$ cat src/rtl/noc_inject_pkg.sv
// Shared types and widths for the local injection controller.
package noc_inject_pkg;

    typedef enum logic [1:0] {
        IDLE  = 2'd0,
        RUN   = 2'd1,
        DRAIN = 2'd2,
        DONE  = 2'd3
    } inject_state_t;

    localparam int TS_W     = 16;  // timestamp / counter width
    localparam int CREDIT_W = 8;   // local-buffer credit width

endpackage

$ cat src/rtl/inject_period_counter.sv
// Compare-and-wrap counter: counts 0..PERIOD-1 while enabled, pulses tick on
// the last count. Synchronous clear has priority over counting.
module inject_period_counter #(
    parameter int PERIOD = 2,
    parameter int W      = 16
) (
    input  logic         clk,
    input  logic         rst_n,
    input  logic         en,
    input  logic         clr,
    output logic [W-1:0] cnt,
    output logic         tick
);

    localparam logic [W-1:0] LAST = W'(PERIOD - 1);

    // Period position: reset by compare rather than modulo.
    always_ff @(posedge clk or negedge rst_n) begin
        if (!rst_n)
            cnt <= '0;
        else if (clr)
            cnt <= '0;
        else if (en)
            cnt <= (cnt == LAST) ? '0 : cnt + W'(1);
    end

    assign tick = en && (cnt == LAST);

endmodule

$ cat src/rtl/local_inject_controller.sv
// Sequencing controller for one node's local traffic generator: timestamp,
// injection-period reference, pending mirror, credit gating and packet budget.
// Optional stall counter output is built when INJECT_STALL_CNT_EN is defined.
module local_inject_controller
    import noc_inject_pkg::*;
#(
    parameter int NUM_PACKETS_PER_NODE = 20,
    parameter int INJECT_CYCLE         = 2,
    parameter int BUFFER_SIZE          = 4
) (
    input  logic                clk,
    input  logic                rst_n,
    input  logic                start,
    input  logic                credit_return,
    output logic [TS_W-1:0]     clk_counter,
    output logic [TS_W-1:0]     inject_clk_ref,
    output logic                packet_wr_en,
    output logic [CREDIT_W-1:0] credits,
    output logic [TS_W-1:0]     issued_cnt,
    output logic                busy,
    output logic                done,
    output logic                credit_err
`ifdef INJECT_STALL_CNT_EN
    ,
    output logic [31:0]         stall_cycles
`endif
);

    localparam logic [TS_W-1:0]     BUDGET   = TS_W'(NUM_PACKETS_PER_NODE);
    localparam logic [CREDIT_W-1:0] CRED_MAX = CREDIT_W'(BUFFER_SIZE);

    inject_state_t   state, state_nxt;
    logic [TS_W-1:0] pending;
    logic            start_acc;
    logic            run;
    logic            tick;
    logic            overflow;

    assign start_acc = start && (state == IDLE || state == DONE);
    assign run       = (state == RUN);
    assign busy      = (state == RUN) || (state == DRAIN);
    assign done      = (state == DONE);
    assign overflow  = credit_return && !packet_wr_en && (credits == CRED_MAX);

    // Everything here is a register, so wr_en has no path from the inputs.
    assign packet_wr_en = run && (pending != '0) && (credits != '0) &&
                          (issued_cnt < BUDGET);

    inject_period_counter #(
        .PERIOD (INJECT_CYCLE),
        .W      (TS_W)
    ) u_period (
        .clk   (clk),
        .rst_n (rst_n),
        .en    (run),
        .clr   (start_acc),
        .cnt   (inject_clk_ref),
        .tick  (tick)
    );

    // State register.
    always_ff @(posedge clk or negedge rst_n) begin
        if (!rst_n) state <= IDLE;
        else        state <= state_nxt;
    end

    // Next-state: start only accepted when idle or finished.
    always_comb begin
        state_nxt = state;
        case (state)
            IDLE:    if (start) state_nxt = RUN;
            RUN:     if (issued_cnt >= BUDGET) state_nxt = DRAIN;
            DRAIN:   if (credits == CRED_MAX) state_nxt = DONE;
            DONE:    if (start) state_nxt = RUN;
            default: state_nxt = IDLE;
        endcase
    end

    // Run timestamp, pending mirror and issue count.
    always_ff @(posedge clk or negedge rst_n) begin
        if (!rst_n) begin
            clk_counter <= '0;
            pending     <= '0;
            issued_cnt  <= '0;
        end else if (start_acc) begin
            clk_counter <= '0;
            pending     <= '0;
            issued_cnt  <= '0;
        end else begin
            if (busy) clk_counter <= clk_counter + TS_W'(1);
            case ({tick, packet_wr_en})
                2'b10:   pending <= pending + TS_W'(1);
                2'b01:   pending <= pending - TS_W'(1);
                default: pending <= pending;
            endcase
            // wr_en is already gated by the budget, so this saturates.
            if (packet_wr_en) issued_cnt <= issued_cnt + TS_W'(1);
        end
    end

    // Credits track free local-buffer slots in every state; a start does not
    // reload them because flits from a previous run may still be in flight.
    always_ff @(posedge clk or negedge rst_n) begin
        if (!rst_n)
            credits <= CRED_MAX;
        else if (packet_wr_en && !credit_return)
            credits <= credits - CREDIT_W'(1);
        else if (credit_return && !packet_wr_en && !overflow)
            credits <= credits + CREDIT_W'(1);
    end

    // Sticky overflow flag, cleared only by an accepted start.
    always_ff @(posedge clk or negedge rst_n) begin
        if (!rst_n)         credit_err <= 1'b0;
        else if (start_acc) credit_err <= 1'b0;
        else if (overflow)  credit_err <= 1'b1;
    end

`ifdef INJECT_STALL_CNT_EN
    // Cycles where a packet is owed but the router buffer is full.
    always_ff @(posedge clk or negedge rst_n) begin
        if (!rst_n)
            stall_cycles <= '0;
        else if (start_acc)
            stall_cycles <= '0;
        else if (run && (pending != '0) && (credits == '0) && (stall_cycles != '1))
            stall_cycles <= stall_cycles + 32'd1;
    end
`endif

endmodule

$ cat config.mk
export PLATFORM = sky130hd
export DESIGN_NAME = local_inject_controller
export DESIGN_NICKNAME = d
export VERILOG_FILES = /design/src/rtl/noc_inject_pkg.sv /design/src/rtl/inject_period_counter.sv /design/src/rtl/local_inject_controller.sv
export SDC_FILE = /design/constraint.sdc
export NUM_CORES = 1
export LEC_CHECK = 0
export CAP_MARGIN = 20
export CELL_PAD_IN_SITES_DETAIL_PLACEMENT = 1
export CELL_PAD_IN_SITES_GLOBAL_PLACEMENT = 1
export CORE_ASPECT_RATIO = 0.9
export CORE_UTILIZATION = 43
export DETAILED_ROUTE_END_ITERATION = 8
export PLACE_DENSITY_LB_ADDON = 0.1
export SYNTH_ARGS = -nofsm -noshare
export SYNTH_HDL_FRONTEND = slang
export SYNTH_SLANG_ARGS = --single-unit
$ cat constraint.sdc
create_clock -name clk -period 4.3 [get_ports clk]
set_input_delay 0.645 -clock clk [delete_from_list [all_inputs] [get_ports clk]]
set_output_delay 0.645 -clock clk [all_outputs]
set_load 0.005 [all_outputs]
==> impl_metrics.xml <==
<?xml version="1.0" encoding="UTF-8"?>
<metrics>
  <group name="clocking">
    <metric name="tritoncts" unit="">done</metric>
    <metric name="htreeDepth" unit="">3</metric>
    <metric name="cts_sinks" unit="">75</metric>
    <metric name="cts.clk_slew.worst_paths" unit="ns">0.06</metric>
    <metric name="cts_inserted_buffers" unit="">9</metric>
    <metric name="post_cts_hold_buffer_count" unit="">0</metric>
    <metric name="root_buffer_master" unit="">sky130_fd_sc_hd__clkbuf_16</metric>
    <metric name="clkLatencyLatePin" unit="ns">0.34</metric>
    <metric name="max-clock-path-buffers" unit="">2</metric>
    <metric name="postCtsSetupRepairBufs" unit="">0</metric>
  </group>
  <group name="worst_setup_path">
    <metric name="start_kind" unit="">register</metric>
    <metric name="crit_buf_inv" unit="">0</metric>
    <metric name="cp_top_family" unit="">simple AND/OR/NAND/NOR gates</metric>
    <metric name="critical-path-max-stage-delay" unit="ns">0.56</metric>
    <metric name="worst-endpoint-required" unit="ns">4.57</metric>
    <metric name="arrival" unit="ns">4.27</metric>
    <metric name="worst-r2r-setup-slack" unit="ns">0.30</metric>
    <metric name="worstPathCellList" unit="">or4_1 &gt; or4_1 &gt; o211a_4 &gt; and2_1 &gt; ha_1 &gt; nand2_1 &gt; o21ai_1 &gt; a221o_1 &gt; o21a_1 &gt; mux2i_1 &gt; mux2i_1</metric>
    <metric name="r2r_cells" unit="">11</metric>
    <metric name="criticalPathCategory" unit="">reg -&gt; reg</metric>
    <metric name="crit-reg2reg-launch" unit="">credits[0]</metric>
    <metric name="timing.critical_path.slowest_stage_cell" unit="">sky130_fd_sc_hd__or4_1</metric>
    <metric name="critical_path_start" unit="">credits[0]</metric>
    <metric name="crit_fanout" unit="">12</metric>
    <metric name="timing.critical_path.to_type" unit="">register</metric>
    <metric name="cp.depth" unit="">11</metric>
  </group>
  <group name="synthesis">
    <metric name="netlist-cell-type-count" unit="">57</metric>
    <metric name="synth_top_cell_by_area" unit="">sky130_fd_sc_hd__dfrtp_1</metric>
    <metric name="area_share_of_the_largest_cell_type_after_synthesis" unit="%">42.1</metric>
    <metric name="yosysSeqAreaShare" unit="%">42.7</metric>
    <metric name="synth.cells.most_frequent" unit="">74 x sky130_fd_sc_hd__dfrtp_1, 34 x sky130_fd_sc_hd__nand2_1, 34 x sky130_fd_sc_hd__nor2_1, 29 x sky130_fd_sc_hd__ha_1, 23 x sky130_fd_sc_hd__a21oi_1</metric>
    <metric name="synth_warnings" unit="">0</metric>
    <metric name="flip_flop_and_latch_count_after_synthesis" unit="">75</metric>
    <metric name="ys_dominant_reg_cell" unit="">sky130_fd_sc_hd__dfrtp_1</metric>
    <metric name="yosysMostFrequentCell" unit="">sky130_fd_sc_hd__dfrtp_1</metric>
    <metric name="synth_fp_nets" unit="">479</metric>
    <metric name="asyncSetResetFlopFracSynth" unit="%">100</metric>
    <metric name="synthTopCellsByArea" unit="">sky130_fd_sc_hd__dfrtp_1 42%, sky130_fd_sc_hd__ha_1 8.3%, sky130_fd_sc_hd__xor2_1 3.2%, sky130_fd_sc_hd__xnor2_1 3.0%, sky130_fd_sc_hd__nand2_1 2.9%</metric>
    <metric name="synth-edff-count" unit="">0</metric>
    <metric name="synth.avg_cell_area" unit="sq um">9.90</metric>
    <metric name="netlist_instances" unit="">444</metric>
    <metric name="synth_area" unit="sq um">4400</metric>
  </group>
  <group name="sta">
    <metric name="final_period_minus_worst_setup_slack" unit="ns">4.00</metric>
    <metric name="fin_tns_setup" unit="ns">0</metric>
    <metric name="fin_skew" unit="ns">0.00416</metric>
    <metric name="min_period_over_period" unit="%">93.1</metric>
    <metric name="max_slew_vio_count" unit="">0</metric>
    <metric name="grt_setup_unrepaired" unit="">false</metric>
    <metric name="finalSetupViolations" unit="">0</metric>
    <metric name="max_freq" unit="MHz">250</metric>
    <metric name="worst_slew_pin_slew" unit="ns">0.980</metric>
    <metric name="max_slew_margin" unit="%">34.7</metric>
    <metric name="report.final.hold_viol_count" unit="">0</metric>
  </group>
  <group name="route">
    <metric name="wirelength" unit="um">11800</metric>
    <metric name="drt-initial-drc-count" unit="">128</metric>
    <metric name="detail-route-antenna-nets" unit="">0</metric>
    <metric name="vias_per_cell" unit="">5.70</metric>
    <metric name="drt_first_pass_iters" unit="">4</metric>
    <metric name="vias" unit="">3646</metric>
    <metric name="drcViolationCount" unit="">0</metric>
    <metric name="route.detailed.wl_per_inst" unit="um">18.5</metric>
  </group>
  <group name="global_route">
    <metric name="pin_count_of_the_biggest_net_entering_global_routing" unit="">76</metric>
    <metric name="grt.overflow.total" unit="">0</metric>
    <metric name="grt_antenna_before_repair" unit="">0</metric>
    <metric name="grt_pass1_vias" unit="">3803</metric>
    <metric name="grt_first_pass_wirelength" unit="um">19600</metric>
    <metric name="grt_usage" unit="%">23.8</metric>
  </group>
  <group name="layout">
    <metric name="total_nets_final" unit="">545</metric>
    <metric name="layout-drive-gt1-share" unit="%">5.84</metric>
    <metric name="area_overhead_vs_synth" unit="%">23.8</metric>
    <metric name="finalCoreUtilization" unit="%">55.7</metric>
    <metric name="diodes" unit="">0</metric>
    <metric name="fill_cells" unit="">1134</metric>
  </group>
  <group name="placement">
    <metric name="placer_congestion" unit="">0.778</metric>
    <metric name="i_o_buffers" unit="">63</metric>
    <metric name="dp_hpwl" unit="um">8310</metric>
  </group>
  <group name="floorplanning">
    <metric name="die-height" unit="um">97.9</metric>
    <metric name="initial_utilization" unit="%">44.9</metric>
    <metric name="core_region_area" unit="sq um">9780</metric>
    <metric name="die_width" unit="um">109</metric>
    <metric name="fp.dieArea" unit="sq um">10600</metric>
    <metric name="num_rows" unit="">34</metric>
    <metric name="num_io_pins" unit="">64</metric>
  </group>
  <group name="run_status">
    <metric name="result_of_the_run" unit="">completed</metric>
  </group>
  <group name="power">
    <metric name="p_per_area" unit="nW/um^2">668</metric>
    <metric name="static-leakage-power" unit="nW">2.47</metric>
    <metric name="worst_ir_drop_vdd" unit="mV">0.426</metric>
  </group>
  <group name="job">
    <metric name="drv_cap" unit="">0</metric>
  </group>
  <group name="worst_hold_path">
    <metric name="hp-class" unit="">in -&gt; async</metric>
  </group>
</metrics>
worst register-to-register path: cells and delay by family, from the launching register on:
| kind | cells | cell delay, ns |
|---|---|---|
| AOI/OAI and AO/OA | 4 | 1.12 |
| and+or+nand+nor | 4 | 1.48 |
| adders and majority gates | 1 | 0.46 |
| DFF | 1 | 0.46 |
| muxes | 2 | 0.41 |
per-layer routing:
layer,track usage [%],vias to the layer above,wire [um]
met2,39.2,47,5660
li1,-,1743,-
met1,31.0,1843,5710
met5,0,-,0
met4,8.11,0,178
met3,4.67,13,259
placed cells by master, fill, tap and decap left out, types with 3 or more instances in the layout:
cell type,instances
sky130_fd_sc_hd__a21o_1,8
sky130_fd_sc_hd__a21oi_1,23
sky130_fd_sc_hd__a22o_1,14
sky130_fd_sc_hd__a32o_1,4
sky130_fd_sc_hd__and2_1,16
sky130_fd_sc_hd__and3_1,5
sky130_fd_sc_hd__and4_1,5
sky130_fd_sc_hd__buf_4,4
sky130_fd_sc_hd__clkbuf_16,9
sky130_fd_sc_hd__clkdlybuf4s50_1,62
sky130_fd_sc_hd__dfrtp_1,74
sky130_fd_sc_hd__ha_1,29
sky130_fd_sc_hd__inv_1,12
sky130_fd_sc_hd__inv_2,3
sky130_fd_sc_hd__mux2_1,6
sky130_fd_sc_hd__mux2i_1,6
sky130_fd_sc_hd__nand2_1,34
sky130_fd_sc_hd__nand2b_1,9
sky130_fd_sc_hd__nand3_1,20
sky130_fd_sc_hd__nand4_1,9
sky130_fd_sc_hd__nor2_1,34
sky130_fd_sc_hd__nor2b_1,4
sky130_fd_sc_hd__nor3_1,7
sky130_fd_sc_hd__nor4_1,12
sky130_fd_sc_hd__o211ai_1,3
sky130_fd_sc_hd__o21ai_0,12
sky130_fd_sc_hd__o21ai_1,12
sky130_fd_sc_hd__o31ai_1,3
sky130_fd_sc_hd__or3_1,4
sky130_fd_sc_hd__xnor2_1,15
sky130_fd_sc_hd__xor2_1,16
cell type report:
cell class | count | area (sq um) | share of cell area, %
well taps | 126 | 158 | 2.90
repair buffers | 66 | 651 | 11.9
clock inverters | 4 | 51.3 | 0.942
clock buffers | 11 | 243 | 4.46
flip-flops and latches | 75 | 1880 | 34.5
inverters | 15 | 56.3 | 1.03
multi-input cells | 343 | 2410 | 44.2
stage by stage:
stage	area (sq um)	cells	hold slack (ns)	worst slack [ns]	total power, mW
floorplan	4400	444	0.349	0.469	2.31
global placement	5140	625	0.462	0.326	2.77
detailed placement	5140	625	0.470	0.164	2.86
CTS	5430	640	0.484	0.157	3.66
global route	5450	640	0.495	0.0672	3.90
finish	5450	640	0.470	0.296	3.64
sequential cells by signal (all words and copies together), names as in the netlist:
| register | flops |
|---|---|
| u_period.cnt | 16 |
| credit_err | 1 |
| credits | 8 |
| clk_counter | 16 |
| pending | 16 |
| state | 2 |
| issued_cnt | 16 |
power breakdown:
group	total (mW)	internal (mW)	switching [mW]
Clock	0.765	0.462	0.302
Sequential	1.01	0.844	0.164
Combinational	1.86	0.822	1.04
Total	3.64	2.13	1.51
repair_timing:
item | in CTS | in global routing
endpoints found under the setup margin | 0 | 3
resized for setup | 0 | 3
hold endpoints to repair | 0 | 0
cells by family after synthesis:
group / synth area share (%)
multiplexers: 3.41
adder cells (fa/ha/maj): 9.16
AO/OA/AOI/OAI: 15.3
AND/OR/NAND/NOR: 20.4
buffers and inverters: 2.76
flip-flops: 42.7
XOR/XNOR: 6.18
final timing paths:
kind                                        end
worst max-delay path                pending[15]
worst min-delay path                 pending[8]
worst max register to register      pending[15]
worst min register to register  clk_counter[15]
max in group asynchronous         issued_cnt[8]
min in group clk                clk_counter[15]
(Power assumes the default switching activity.)
